### src/rtl/phase_sequencer.sv
// rtl/phase_sequencer.sv - steps a job through NUM_PHASES phases per job, with per-phase timeout and abort
// Phase enables are active-low one-hot; every output comes straight from a register.
module phase_sequencer #(
  parameter  int NUM_PHASES = 4,
  parameter  int JOB_W      = 8,
  parameter  int TMO_W      = 16,
  localparam int PH_W       = $clog2(NUM_PHASES)
) (
  input  logic                  clk,
  input  logic                  reset,
  input  logic                  start,
  input  logic [JOB_W-1:0]      num_jobs,
  input  logic [TMO_W-1:0]      timeout_lim,
  input  logic [NUM_PHASES-1:0] phase_done,
  input  logic                  abort,
  output logic [NUM_PHASES-1:0] phase_en_n,
  output logic [PH_W-1:0]       cur_phase,
  output logic [JOB_W-1:0]      jobs_done,
  output logic                  busy,
  output logic                  done,
  output logic                  error,
  output logic [PH_W-1:0]       err_phase
);

  typedef enum logic [1:0] {
    ST_IDLE = 2'd0,
    ST_RUN  = 2'd1,
    ST_DONE = 2'd2,
    ST_ERR  = 2'd3
  } state_t;

  state_t                  state_q;
  logic [NUM_PHASES-1:0]   phase_en_n_q;
  logic [PH_W-1:0]         cur_phase_q;
  logic [JOB_W-1:0]        jobs_done_q;
  logic [JOB_W-1:0]        num_jobs_q;
  logic [TMO_W-1:0]        tmo_lim_q;
  logic [TMO_W-1:0]        tmo_cnt_q;
  logic [PH_W-1:0]         err_phase_q;
  logic                    busy_q;
  logic                    done_q;
  logic                    error_q;

  logic [PH_W-1:0]         cur_phase_d;
  logic [JOB_W-1:0]        jobs_done_d;
  logic                    last_phase;
  logic                    tmo_hit;
  logic                    cur_done;

  function automatic logic [NUM_PHASES-1:0] enable_n(input logic [PH_W-1:0] idx);
    logic [NUM_PHASES-1:0] one;
    one = {{(NUM_PHASES-1){1'b0}}, 1'b1};
    return ~(one << idx);
  endfunction

  assign cur_phase_d = cur_phase_q + PH_W'(1);
  assign jobs_done_d = jobs_done_q + JOB_W'(1);
  assign last_phase  = (cur_phase_q == PH_W'(NUM_PHASES - 1));
  assign cur_done    = phase_done[cur_phase_q];
  // Expiry fires on the last allowed cycle so a phase gets exactly timeout_lim cycles.
  assign tmo_hit     = (tmo_lim_q != '0) && (tmo_cnt_q == tmo_lim_q - TMO_W'(1));

  always_ff @(posedge clk) begin
    if (reset) begin
      state_q      <= ST_IDLE;
      phase_en_n_q <= '1;
      cur_phase_q  <= '0;
      jobs_done_q  <= '0;
      num_jobs_q   <= '0;
      tmo_lim_q    <= '0;
      tmo_cnt_q    <= '0;
      err_phase_q  <= '0;
      busy_q       <= 1'b0;
      done_q       <= 1'b0;
      error_q      <= 1'b0;
    end else begin
      case (state_q)
        ST_IDLE, ST_ERR: begin
          if (start) begin
            num_jobs_q  <= num_jobs;
            tmo_lim_q   <= timeout_lim;
            tmo_cnt_q   <= '0;
            cur_phase_q <= '0;
            jobs_done_q <= '0;
            error_q     <= 1'b0;
            if (num_jobs != '0) begin
              state_q      <= ST_RUN;
              busy_q       <= 1'b1;
              phase_en_n_q <= enable_n('0);
            end else begin
              state_q <= ST_DONE;
              done_q  <= 1'b1;
            end
          end
        end
        ST_RUN: begin
          // Priority: abort, then phase completion, then timeout.
          if (abort) begin
            state_q      <= ST_IDLE;
            busy_q       <= 1'b0;
            phase_en_n_q <= '1;
          end else if (cur_done) begin
            tmo_cnt_q <= '0;
            if (last_phase) begin
              jobs_done_q <= jobs_done_d;
              if (jobs_done_d < num_jobs_q) begin
                cur_phase_q  <= '0;
                phase_en_n_q <= enable_n('0);
              end else begin
                state_q      <= ST_DONE;
                busy_q       <= 1'b0;
                done_q       <= 1'b1;
                phase_en_n_q <= '1;
              end
            end else begin
              cur_phase_q  <= cur_phase_d;
              phase_en_n_q <= enable_n(cur_phase_d);
            end
          end else if (tmo_hit) begin
            state_q      <= ST_ERR;
            busy_q       <= 1'b0;
            error_q      <= 1'b1;
            err_phase_q  <= cur_phase_q;
            phase_en_n_q <= '1;
          end else begin
            tmo_cnt_q <= tmo_cnt_q + TMO_W'(1);
          end
        end
        ST_DONE: begin
          state_q <= ST_IDLE;
          done_q  <= 1'b0;
        end
        default: state_q <= ST_IDLE;
      endcase
    end
  end

  assign phase_en_n = phase_en_n_q;
  assign cur_phase  = cur_phase_q;
  assign jobs_done  = jobs_done_q;
  assign busy       = busy_q;
  assign done       = done_q;
  assign error      = error_q;
  assign err_phase  = err_phase_q;

endmodule

### config.mk
export PLATFORM = sky130hd
export DESIGN_NAME = phase_sequencer
export DESIGN_NICKNAME = d
export VERILOG_FILES = /design/src/rtl/phase_sequencer.sv
export SDC_FILE = /design/constraint.sdc
export NUM_CORES = 1
export LEC_CHECK = 0
export ABC_AREA = 1
export CORE_ASPECT_RATIO = 1.25
export CORE_UTILIZATION = 55
export CTS_CLUSTER_SIZE = 30
export DETAILED_ROUTE_END_ITERATION = 8
export PLACE_DENSITY = 0.79
export SYNTH_ARGS = -nofsm -noshare
export SYNTH_HDL_FRONTEND = slang
export SYNTH_SLANG_ARGS = --single-unit
### constraint.sdc
create_clock -name clk -period 6.4 [get_ports clk]
set_input_delay 1.28 -clock clk [delete_from_list [all_inputs] [get_ports clk]]
set_output_delay 1.28 -clock clk [all_outputs]
set_load 0.02 [all_outputs]
==> impl_metrics.tcl, run 1 <==
set metrics [dict create \
    clockBufferDepth 2 \
    post-route-period-util 0.571 \
    mostFrequentLayoutCell "sky130_fd_sc_hd__nand2_1" \
    detail_route.iter0.violations 228 \
    ys_seq_elements 61 \
    ff2ff_path_depth 13 \
    cpPeakStageDelay_ns 0.50 \
    post-cts-setup-buffers 0 \
    netlist_instances 594 \
    die_span_y_um 97.2 \
    placementRows 34 \
    global_route.usage.total 0.279 \
    setup-tns-final_ns 0 \
    clock_sinks 61 \
    yosysWarningCount 0 \
    cap_violations 0 \
    tightest_slew_ns 0.963 \
    worst_path_most_repeated_cell "sky130_fd_sc_hd__nand2_1" \
    critical_path.top_delay_family "buffers and inverters" \
    root_buffer "sky130_fd_sc_hd__clkbuf_8" \
    netlist_area_um2 3990 \
    drtPass1Iterations 6 \
    startpoint_of_the_worst_register_to_register_path "state_q[0]" \
    cp-endpoint "jobs_done[2]" \
    detailroute.via_count 3974 \
    worst_setup_hold_path_clk_slew_ns 0.07 \
    via_count_of_the_first_global_routing_pass 3670 \
    cts_repair_resize_count 0 \
    timing.rr.end "jobs_done[2]" \
    detail_route.vias_per_cell 5.42 \
    final_hold_viol_count 0 \
    worstPathBufferInverterCount 5 \
    mappedNetlistNets 644 \
    mean_area_per_synthesized_cell_um2 6.71 \
    crit_path_start_kind "input port" \
    path_depth 12 \
    final_nets 688 \
    fillCellCount 605 \
    clock_network_latency_to_the_later_pin_of_the_worst_skew_pair_ns 0.35 \
    grt_overflow 0 \
    largest_net_degree_at_the_start_of_global_routing 43 \
    ios 51 \
    cp_cell_sequence "clkdlybuf4s50_1, nand2_1, buf_4, clkinv_1, o21ai_1, nor2_1, inv_1, nor2_1, nand2_1, inv_1, nand2_1, a21oi_1" \
    critical_path.max_fanout 42 \
    rrSetupSlack_ns 3.30 \
    drc 0 \
    power.density_nw_per_um2 394 \
    die_area_um2 7590 \
    tritoncts "done" \
    post_drt_wl_per_cell_um 13.5 \
    timing_worst_setup_path_type "input port to flop" \
    drt-total-wl_mm 9.87 \
    seqCellArea_um2 1220 \
    synth.yosys.seq_area_share 0.306 \
    run_status "finished, final reports clean" \
    cts_inserted_buffers 9 \
    final_cell_count_no_fill 733 \
    final_period_minus_worst_setup_slack_ns 3.66 \
    maxClockFrequency_mhz 274 \
    grt_antenna_before_repair 0 \
    crit_path_start "start" \
    hpwlAfterDp_mm 7.45 \
    crit_path_top_delay_cell "sky130_fd_sc_hd__inv_1" \
    htreeDepth 3 \
    insertedDiodeCount 0 \
    synth.lib_cells_used.distinct 35 \
    gp_routability_congestion 0.913 \
    clock_skew_ns 0.0132 \
    irDropWorstVdd_mv 0.289 \
    detail_route_antenna_nets 0 \
    final_layout_size_suffix_gt1_frac 0.0902 \
    maxSlewHeadroom 0.358 \
    final_cell_mix "sky130_fd_sc_hd__nand2_1 (128), sky130_fd_sc_hd__nor2_1 (79), sky130_fd_sc_hd__inv_1 (63), sky130_fd_sc_hd__dfxtp_1 (61), sky130_fd_sc_hd__clkdlybuf4s50_1 (50)" \
    initial_core_util 0.571 \
    setup.worst_path.end_class "flop" \
    power_leakage_uw 0.00201 \
    core_um2 6980 \
    grt_setup_unrepaired "no" \
    portBuffers 50 \
    final_max_slew_viol_count 0 \
    min_path_type "flop to flop" \
    timing.critical_path.required_ns 6.62 \
    grt_pass1_wl_mm 16.8 \
    setup_viol_count_final 0 \
    multiInputGateArea_um2 2400 \
    crit_arrival_ns 3.87 \
    place.detailed.instances 717 \
    cts-hold-fix-buffers 0 \
    syn_to_final_growth_pct 18.9 \
    fp.dieW_um 78.1 \
]
how the worst min path moves through the flow:
stage | start | to | slack [ns] | cells after the start
2_1_floorplan | num_jobs_q[7] | num_jobs_q[7] | 0.44 | 2
4_1_cts | phase_en_n[3] | phase_en_n[3] | 0.46 | 2
6_report | phase_en_n[3] | phase_en_n[3] | 0.46 | 2
3_5_place_dp | phase_en_n[1] | phase_en_n[1] | 0.45 | 2
3_3_place_gp | phase_en_n[3] | phase_en_n[3] | 0.44 | 2
5_1_grt | phase_en_n[1] | phase_en_n[1] | 0.49 | 2
power breakdown:
part           total, µW  internal, µW  switching (µW)
combinational        932           311             622
clock                394           239             155
sequential           540           460            80.1
total               1870          1010             857
worst reg2reg max path, stage by stage, from the launching register on:
cell and delay (ns):
sky130_fd_sc_hd__dfxtp_1 0.36, sky130_fd_sc_hd__inv_1 0.05, sky130_fd_sc_hd__ha_1 0.37, sky130_fd_sc_hd__nand2_1 0.10, sky130_fd_sc_hd__buf_4 0.33, sky130_fd_sc_hd__clkinv_1 0.33
sky130_fd_sc_hd__o21ai_1 0.29, sky130_fd_sc_hd__nor2_1 0.11, sky130_fd_sc_hd__inv_1 0.50, sky130_fd_sc_hd__nor2_1 0.15, sky130_fd_sc_hd__nand2_1 0.11, sky130_fd_sc_hd__inv_1 0.12
sky130_fd_sc_hd__nand2_1 0.09, sky130_fd_sc_hd__a21oi_1 0.06
synthesized netlist by cell type:
library cell,number,share of area
sky130_fd_sc_hd__o21ai_1,3,0.0038
sky130_fd_sc_hd__inv_2,4,0.0038
sky130_fd_sc_hd__or2_2,1,0.0016
sky130_fd_sc_hd__clkbuf_2,1,0.0013
sky130_fd_sc_hd__a21oi_1,42,0.053
sky130_fd_sc_hd__and2_1,1,0.0016
sky130_fd_sc_hd__nor2_1,79,0.074
sky130_fd_sc_hd__inv_1,63,0.059
sky130_fd_sc_hd__o21a_1,2,0.0038
sky130_fd_sc_hd__nor3_2,1,0.0025
sky130_fd_sc_hd__nand3_2,10,0.025
sky130_fd_sc_hd__a311oi_1,1,0.0022
sky130_fd_sc_hd__nor4_1,6,0.0094
sky130_fd_sc_hd__nand2_4,4,0.011
sky130_fd_sc_hd__xnor2_1,6,0.013
sky130_fd_sc_hd__o21ai_0,41,0.051
sky130_fd_sc_hd__a211oi_1,2,0.0038
sky130_fd_sc_hd__a21oi_2,9,0.020
sky130_fd_sc_hd__buf_6,1,0.0028
sky130_fd_sc_hd__dfxtp_1,61,0.31
sky130_fd_sc_hd__nand3_1,29,0.036
sky130_fd_sc_hd__buf_12,1,0.0050
sky130_fd_sc_hd__nor3b_1,1,0.0019
sky130_fd_sc_hd__nand2_2,3,0.0047
sky130_fd_sc_hd__clkinv_1,2,0.0019
sky130_fd_sc_hd__nand4_1,12,0.019
sky130_fd_sc_hd__clkbuf_1,13,0.012
sky130_fd_sc_hd__buf_2,3,0.0038
sky130_fd_sc_hd__nor2_2,5,0.0078
sky130_fd_sc_hd__nor2_4,4,0.011
sky130_fd_sc_hd__ha_1,18,0.057
sky130_fd_sc_hd__nand3b_1,7,0.013
sky130_fd_sc_hd__nor3_1,11,0.014
sky130_fd_sc_hd__xor2_1,19,0.042
sky130_fd_sc_hd__nand2_1,128,0.12
cells by family (layout without fill, tap and decap cells):
group           after synthesis  count (layout)  share of synthesized area
compound gates              100             100                      0.138
xor+xnor                     25              25                     0.0549
fa+ha+maj                    18              18                     0.0565
buf+inv                      88             137                     0.0901
flops                        61              61                      0.306
simple gates                302             302                      0.354
routing by layer:
layer  part of all wire  global-route usage  vias to the layer above
met5                  0                   0                        -
met4              0.028               0.118                        0
met3              0.040              0.0357                       24
met2               0.50               0.496                      129
met1               0.43               0.330                     1812
li1                   -                   -                     2009
registers in the layout, indices dropped and copies added (netlist names), 2 cells and up:
name	flops
tmo_cnt_q	16
tmo_lim_q	16
jobs_done	8
num_jobs_q	8
phase_en_n	4
cur_phase	2
err_phase	2
state_q	2
per-stage QoR:
step           total power, µW  hold slack [ns]  utilization  worst slack (ns)  area, µm²
3_3_place_gp              1450            0.442        0.647              2.55       4510
5_1_grt                   2020            0.494        0.679              2.48       4740
6_report                  1870            0.457        0.679              2.74       4740
3_5_place_dp              1470            0.447        0.647              2.41       4510
4_1_cts                   1860            0.463        0.679              2.76       4740
2_1_floorplan             1270            0.435            -              3.82       3990
cell type report:
cell class	instances	share of cell area
multi-input cells	445	0.508
flip-flops and latches	61	0.258
repair buffers	52	0.109
inverters	69	0.0547
clock buffers	12	0.0327
well taps	90	0.0238
clock inverters	4	0.0148
No activity file was read; power rests on OpenSTA's default activity.
==> run 2: changes to the inputs <==
--- a/config.mk
+++ b/config.mk
@@ -7,10 +7,10 @@
 export LEC_CHECK = 0
 export ABC_AREA = 1
 export CORE_ASPECT_RATIO = 1.25
-export CORE_UTILIZATION = 55
+export CORE_UTILIZATION = 51
 export CTS_CLUSTER_SIZE = 30
 export DETAILED_ROUTE_END_ITERATION = 8
-export PLACE_DENSITY = 0.79
+export PLACE_DENSITY = 0.77
 export SYNTH_ARGS = -nofsm -noshare
 export SYNTH_HDL_FRONTEND = slang
 export SYNTH_SLANG_ARGS = --single-unit
==> constraint.sdc (replaced) <==
create_clock -name clk -period 2.9 [get_ports clk]
set_input_delay 0.58 -clock clk [delete_from_list [all_inputs] [get_ports clk]]
set_output_delay 0.58 -clock clk [all_outputs]
set_load 0.02 [all_outputs]
==> impl_metrics.tcl, run 2 (synthesis results as in run 1) <==
set metrics [dict create \
    final_period_minus_worst_setup_slack_ns 2.59 \
    post_drt_wl_per_cell_um 13.6 \
    final_hold_viol_count 0 \
    clock_network_latency_to_the_later_pin_of_the_worst_skew_pair_ns 0.34 \
    cts_inserted_buffers 9 \
    drt-total-wl_mm 10.1 \
    setup_viol_count_final 0 \
    largest_net_degree_at_the_start_of_global_routing 42 \
    post-cts-setup-buffers 0 \
    grt_overflow 0 \
    insertedDiodeCount 0 \
    gp_routability_congestion 0.930 \
    worstHoldEndpoint "num_jobs_q[3]" \
    cap_violations 0 \
    via_count_of_the_first_global_routing_pass 3737 \
    grt_setup_unrepaired "no" \
    power_leakage_uw 0.00201 \
    hpwlAfterDp_mm 7.65 \
    detail_route.vias_per_cell 5.34 \
    final_cell_mix "sky130_fd_sc_hd__nand2_1 (128), sky130_fd_sc_hd__nor2_1 (79), sky130_fd_sc_hd__inv_1 (63), sky130_fd_sc_hd__dfxtp_1 (61), sky130_fd_sc_hd__clkdlybuf4s50_1 (50)" \
    worst_setup_hold_path_clk_slew_ns 0.07 \
    maxClockFrequency_mhz 386 \
    clock_sinks 61 \
    die_span_y_um 101 \
    timing_worst_setup_path_type "flop to flop" \
    tightest_slew_ns 0.517 \
    initial_core_util 0.532 \
    maxSlewHeadroom 0.652 \
    drtPass1Iterations 4 \
    setup-tns-final_ns 0 \
    fp.dieW_um 81.1 \
    htreeDepth 3 \
    rrSetupSlack_ns 0.31 \
    crit_path_start_kind "flop" \
    clockBufferDepth 2 \
    final_layout_size_suffix_gt1_frac 0.0988 \
    final_max_slew_viol_count 0 \
    ios 51 \
    timing.rr.end "state_q[0]" \
    detail_route_antenna_nets 0 \
    place.detailed.instances 724 \
    tritoncts "done" \
    irDropWorstVdd_mv 0.533 \
    drc 0 \
    reg_top3 "tmo_cnt_q (16), tmo_lim_q (16)" \
    hold-path-cell-count 2 \
    grt_antenna_before_repair 0 \
    cts-hold-fix-buffers 0 \
    placementRows 35 \
    root_buffer "sky130_fd_sc_hd__clkbuf_8" \
    run_status "finished, final reports clean" \
    power.density_nw_per_um2 862 \
    core_um2 7490 \
    crit_arrival_ns 2.83 \
    critical_path.max_fanout 5 \
    startpoint_of_the_worst_register_to_register_path "jobs_done[0]" \
    detail_route.iter0.violations 234 \
    setup.worst_path.end_class "flop" \
    die_area_um2 8170 \
    worstHoldStart "num_jobs_q[3]" \
    ff2ff_path_depth 14 \
    detailroute.via_count 3953 \
    min_path_type "flop to flop" \
    clock_skew_ns 0.0106 \
    final_nets 693 \
    mostFrequentLayoutCell "sky130_fd_sc_hd__nand2_1" \
    global_route.usage.total 0.267 \
    syn_to_final_growth_pct 19.3 \
    timing.critical_path.required_ns 3.14 \
    grt_pass1_wl_mm 16.8 \
    final_cell_count_no_fill 740 \
    portBuffers 50 \
    cts_repair_resize_count 0 \
    post-route-period-util 0.893 \
]
[run 2: changes by cell type in the layout (fill, tap and decap cells not counted), sizes merged]
cell	change
buf	+5
bufinv	-1
clkbuf	-2
clkinvlp	+3
[run 2: metrics by stage]
stage	power (µW)	utilization	cell area (µm²)	worst slack, ns	hold WS, ns
6_report	4100	0.635	4750	0.311	0.464
5_1_grt	4420	0.635	4750	0.0606	0.483
4_1_cts	4090	0.635	4750	0.319	0.465
3_5_place_dp	3310	0.608	4550	0.343	0.445
3_3_place_gp	3250	0.608	4550	0.405	0.443
2_1_floorplan	2790	-	3990	0.555	0.435
[run 2: worst max path at each step]
stage               slack (ns)    endpoint          from  cells after the start
floorplan                 0.55  state_q[1]  jobs_done[2]                     14
global placement          0.40  state_q[0]  jobs_done[0]                     14
detailed placement        0.34  state_q[0]  jobs_done[0]                     14
CTS                       0.32  state_q[0]  jobs_done[0]                     14
global route              0.06  state_q[0]  jobs_done[0]                     14
finish                    0.31  state_q[0]  jobs_done[0]                     14
[run 2: critical path: stages (launching register included)]
cell and delay, ns:
sky130_fd_sc_hd__dfxtp_1 0.47, sky130_fd_sc_hd__nand3_1 0.15, sky130_fd_sc_hd__nand3b_1 0.23, sky130_fd_sc_hd__nand3b_1 0.20
sky130_fd_sc_hd__xnor2_1 0.20, sky130_fd_sc_hd__ha_1 0.30, sky130_fd_sc_hd__a21oi_1 0.16, sky130_fd_sc_hd__o21a_1 0.17
sky130_fd_sc_hd__nand3_1 0.14, sky130_fd_sc_hd__nand2_1 0.11, sky130_fd_sc_hd__nand2_1 0.08, sky130_fd_sc_hd__nand2_1 0.10
sky130_fd_sc_hd__inv_1 0.06, sky130_fd_sc_hd__nor2_1 0.08, sky130_fd_sc_hd__nor2_1 0.05
[run 2: power by group]
group / switching, µW / internal [µW]
combinational: 1400 / 727
sequential: 180 / 1020
clock: 359 / 417
[run 2: final cells by class]
cell class | count | area, µm²
inverters | 69 | 259
fillers | 686 | 2740
flip-flops and latches | 61 | 1220
well taps | 92 | 115
repair buffers | 57 | 553
clock inverters | 6 | 62.6
multi-input cells | 445 | 2400
clock buffers | 10 | 138
[run 2: layer usage]
metal	global-route usage	vias to the layer above	routed length [µm]
met3	0.0326	31	472
met1	0.306	1766	4270
met2	0.470	130	4960
met4	0.152	0	349
li1	-	2026	-
met5	0	-	0
==> run 3: changes to the inputs <==
--- a/config.mk
+++ b/config.mk
@@ -6,11 +6,14 @@
 export NUM_CORES = 1
 export LEC_CHECK = 0
 export ABC_AREA = 1
+export ABC_CLOCK_PERIOD_IN_PS = 2900
 export CORE_ASPECT_RATIO = 1.25
 export CORE_UTILIZATION = 51
 export CTS_CLUSTER_SIZE = 30
 export DETAILED_ROUTE_END_ITERATION = 8
+export MAX_ROUTING_LAYER = met4
 export PLACE_DENSITY = 0.77
+export RECOVER_POWER = 25
 export SYNTH_ARGS = -nofsm -noshare
 export SYNTH_HDL_FRONTEND = slang
 export SYNTH_SLANG_ARGS = --single-unit
==> impl_metrics.tcl, run 3 (synthesis results as in run 1) <==
set metrics [dict create \
    run_status "finished, final reports clean" \
    worst_setup_hold_path_clk_slew_ns 0.07 \
    maxSlewHeadroom 0.535 \
    tritoncts "done" \
    die_area_um2 8170 \
    post-route-period-util 0.901 \
    power.density_nw_per_um2 860 \
    setup-tns-final_ns 0 \
    cap_violations 0 \
    final_nets 692 \
    final_hold_viol_count 0 \
    irDropWorstVdd_mv 0.511 \
    final_layout_size_suffix_gt1_frac 0.0943 \
    cts_repair_resize_count 0 \
    grtUsageMet3 0.0452 \
    drtPass1Iterations 5 \
    clock_network_latency_to_the_later_pin_of_the_worst_skew_pair_ns 0.35 \
    min_path_type "flop to flop" \
    clockBufferDepth 2 \
    crit_path_start_kind "flop" \
    crit_arrival_ns 2.86 \
    setup.worst_path.end_class "flop" \
    maxClockFrequency_mhz 383 \
    placement.cell_area_um2 4550 \
    post-cts-setup-buffers 0 \
    grt_setup_unrepaired "no" \
    grt_overflow 0 \
    largest_net_degree_at_the_start_of_global_routing 42 \
    layout.cell_area.non_filler_um2 4740 \
    drc 0 \
    cts-hold-fix-buffers 0 \
    post_drt_wl_per_cell_um 13.7 \
    detail_route.iter0.violations 139 \
    power_leakage_uw 0.00201 \
    worst_hold_slack_after_final_layout_ns 0.464 \
    timing.critical_path.required_ns 3.15 \
    setup_viol_count_final 0 \
    final_max_slew_viol_count 0 \
    final_period_minus_worst_setup_slack_ns 2.61 \
    timing_worst_setup_path_type "flop to flop" \
    share_clk_of_total_power 0.189 \
    busiest_layer "met2" \
    portBuffers 50 \
    grt_use_met2 0.482 \
    groute.layer.met1.usage 0.315 \
    detailroute.via_count 4021 \
    grt_pass1_wl_mm 17.0 \
    p_sw_uw 1920 \
    cts_inserted_buffers 9 \
    syn_to_final_growth_pct 18.8 \
    post_layout_power_uw 4070 \
    via_count_of_the_first_global_routing_pass 3774 \
    final_cell_mix "sky130_fd_sc_hd__nand2_1 (128), sky130_fd_sc_hd__nor2_1 (79), sky130_fd_sc_hd__inv_1 (63), sky130_fd_sc_hd__dfxtp_1 (61), sky130_fd_sc_hd__clkdlybuf4s50_1 (50)" \
    netSwitchingFraction 0.472 \
    htreeDepth 3 \
    fillCellCount 681 \
    fp.dieW_um 81.1 \
    mostFrequentLayoutCell "sky130_fd_sc_hd__nand2_1" \
    utilization 0.632 \
    placementRows 35 \
    root_buffer "sky130_fd_sc_hd__clkbuf_8" \
    drt-total-wl_mm 10.1 \
    ios 51 \
    tightest_slew_ns 0.698 \
    detail_route.vias_per_cell 5.44 \
    reg_top3 "tmo_cnt_q (16), tmo_lim_q (16)" \
    hpwlAfterDp_mm 7.63 \
    gp_routability_congestion 0.892 \
    combinationalPowerShare 0.518 \
    clock_skew_ns 0.00999 \
    grt_antenna_before_repair 0 \
    initial_core_util 0.532 \
    global_route.usage.total 0.280 \
    detail_route_antenna_nets 0 \
    die_span_y_um 101 \
    core_um2 7490 \
    clock_sinks 61 \
    insertedDiodeCount 0 \
    seq_power_share 0.293 \
    critical_path.max_fanout 5 \
    power.internal_uw 2150 \
]
==> run 3: changes by cell type in the layout (fill, tap and decap cells not counted), sizes merged <==
cell,previous run,this run
clkinvlp,3,1
buf,7,5
clkbuf,10,13
==> run 3: metrics by stage <==
| step | std cells | setup slack, ns |
|---|---|---|
| after detailed placement | 723 | 0.319 |
| after CTS | 739 | 0.290 |
| after floorplan | 594 | 0.555 |
| after global placement | 723 | 0.390 |
| after global routing | 739 | 0.0285 |
| final | 739 | 0.287 |
==> run 3: area by class of cell <==
cell class,instances,area (µm²),share of cell area
multi-input cells,445,2400,0.508
flip-flops and latches,61,1220,0.258
repair buffers,56,543,0.115
inverters,69,259,0.0547
clock buffers,12,145,0.0306
well taps,92,115,0.0243
clock inverters,4,47.5,0.0100
==> run 3: critical path, stage by stage (launching register included) <==
cell                       delay [ns]
sky130_fd_sc_hd__dfxtp_1         0.46
sky130_fd_sc_hd__nand3_1         0.16
sky130_fd_sc_hd__nand3b_1        0.22
sky130_fd_sc_hd__nand3b_1        0.20
sky130_fd_sc_hd__xnor2_1         0.21
sky130_fd_sc_hd__ha_1            0.30
sky130_fd_sc_hd__a21oi_1         0.16
sky130_fd_sc_hd__o21a_1          0.16
sky130_fd_sc_hd__nand3_1         0.14
sky130_fd_sc_hd__nand2_1         0.12
sky130_fd_sc_hd__nand2_1         0.09
sky130_fd_sc_hd__nand2_1         0.11
sky130_fd_sc_hd__inv_1           0.06
sky130_fd_sc_hd__nor2_1          0.09
sky130_fd_sc_hd__nor2_1          0.05
==> run 3: power groups by stage <==
stage / Clock, µW / Sequential, µW / Combinational [µW]
floorplan: 0 / 1220 / 1570
global placement: 0 / 1200 / 2030
detailed placement: 0 / 1210 / 2090
CTS: 775 / 1190 / 2100
global route: 814 / 1210 / 2390
finish: 770 / 1190 / 2110
==> run 3: worst paths after layout <==
check        slack, ns  depth (start not counted)          start             to
max               0.29                         14   jobs_done[0]     state_q[1]
min reg2reg       0.46                          2  phase_en_n[1]  phase_en_n[1]
min               0.46                          2  phase_en_n[1]  phase_en_n[1]
max reg2reg       0.29                         14   jobs_done[0]     state_q[1]
==> run 3: layer usage <==
metal	vias to the layer above	wire (µm)
met5	-	0
met4	0	268
met3	21	602
met2	129	4990
met1	1851	4230
li1	2020	-
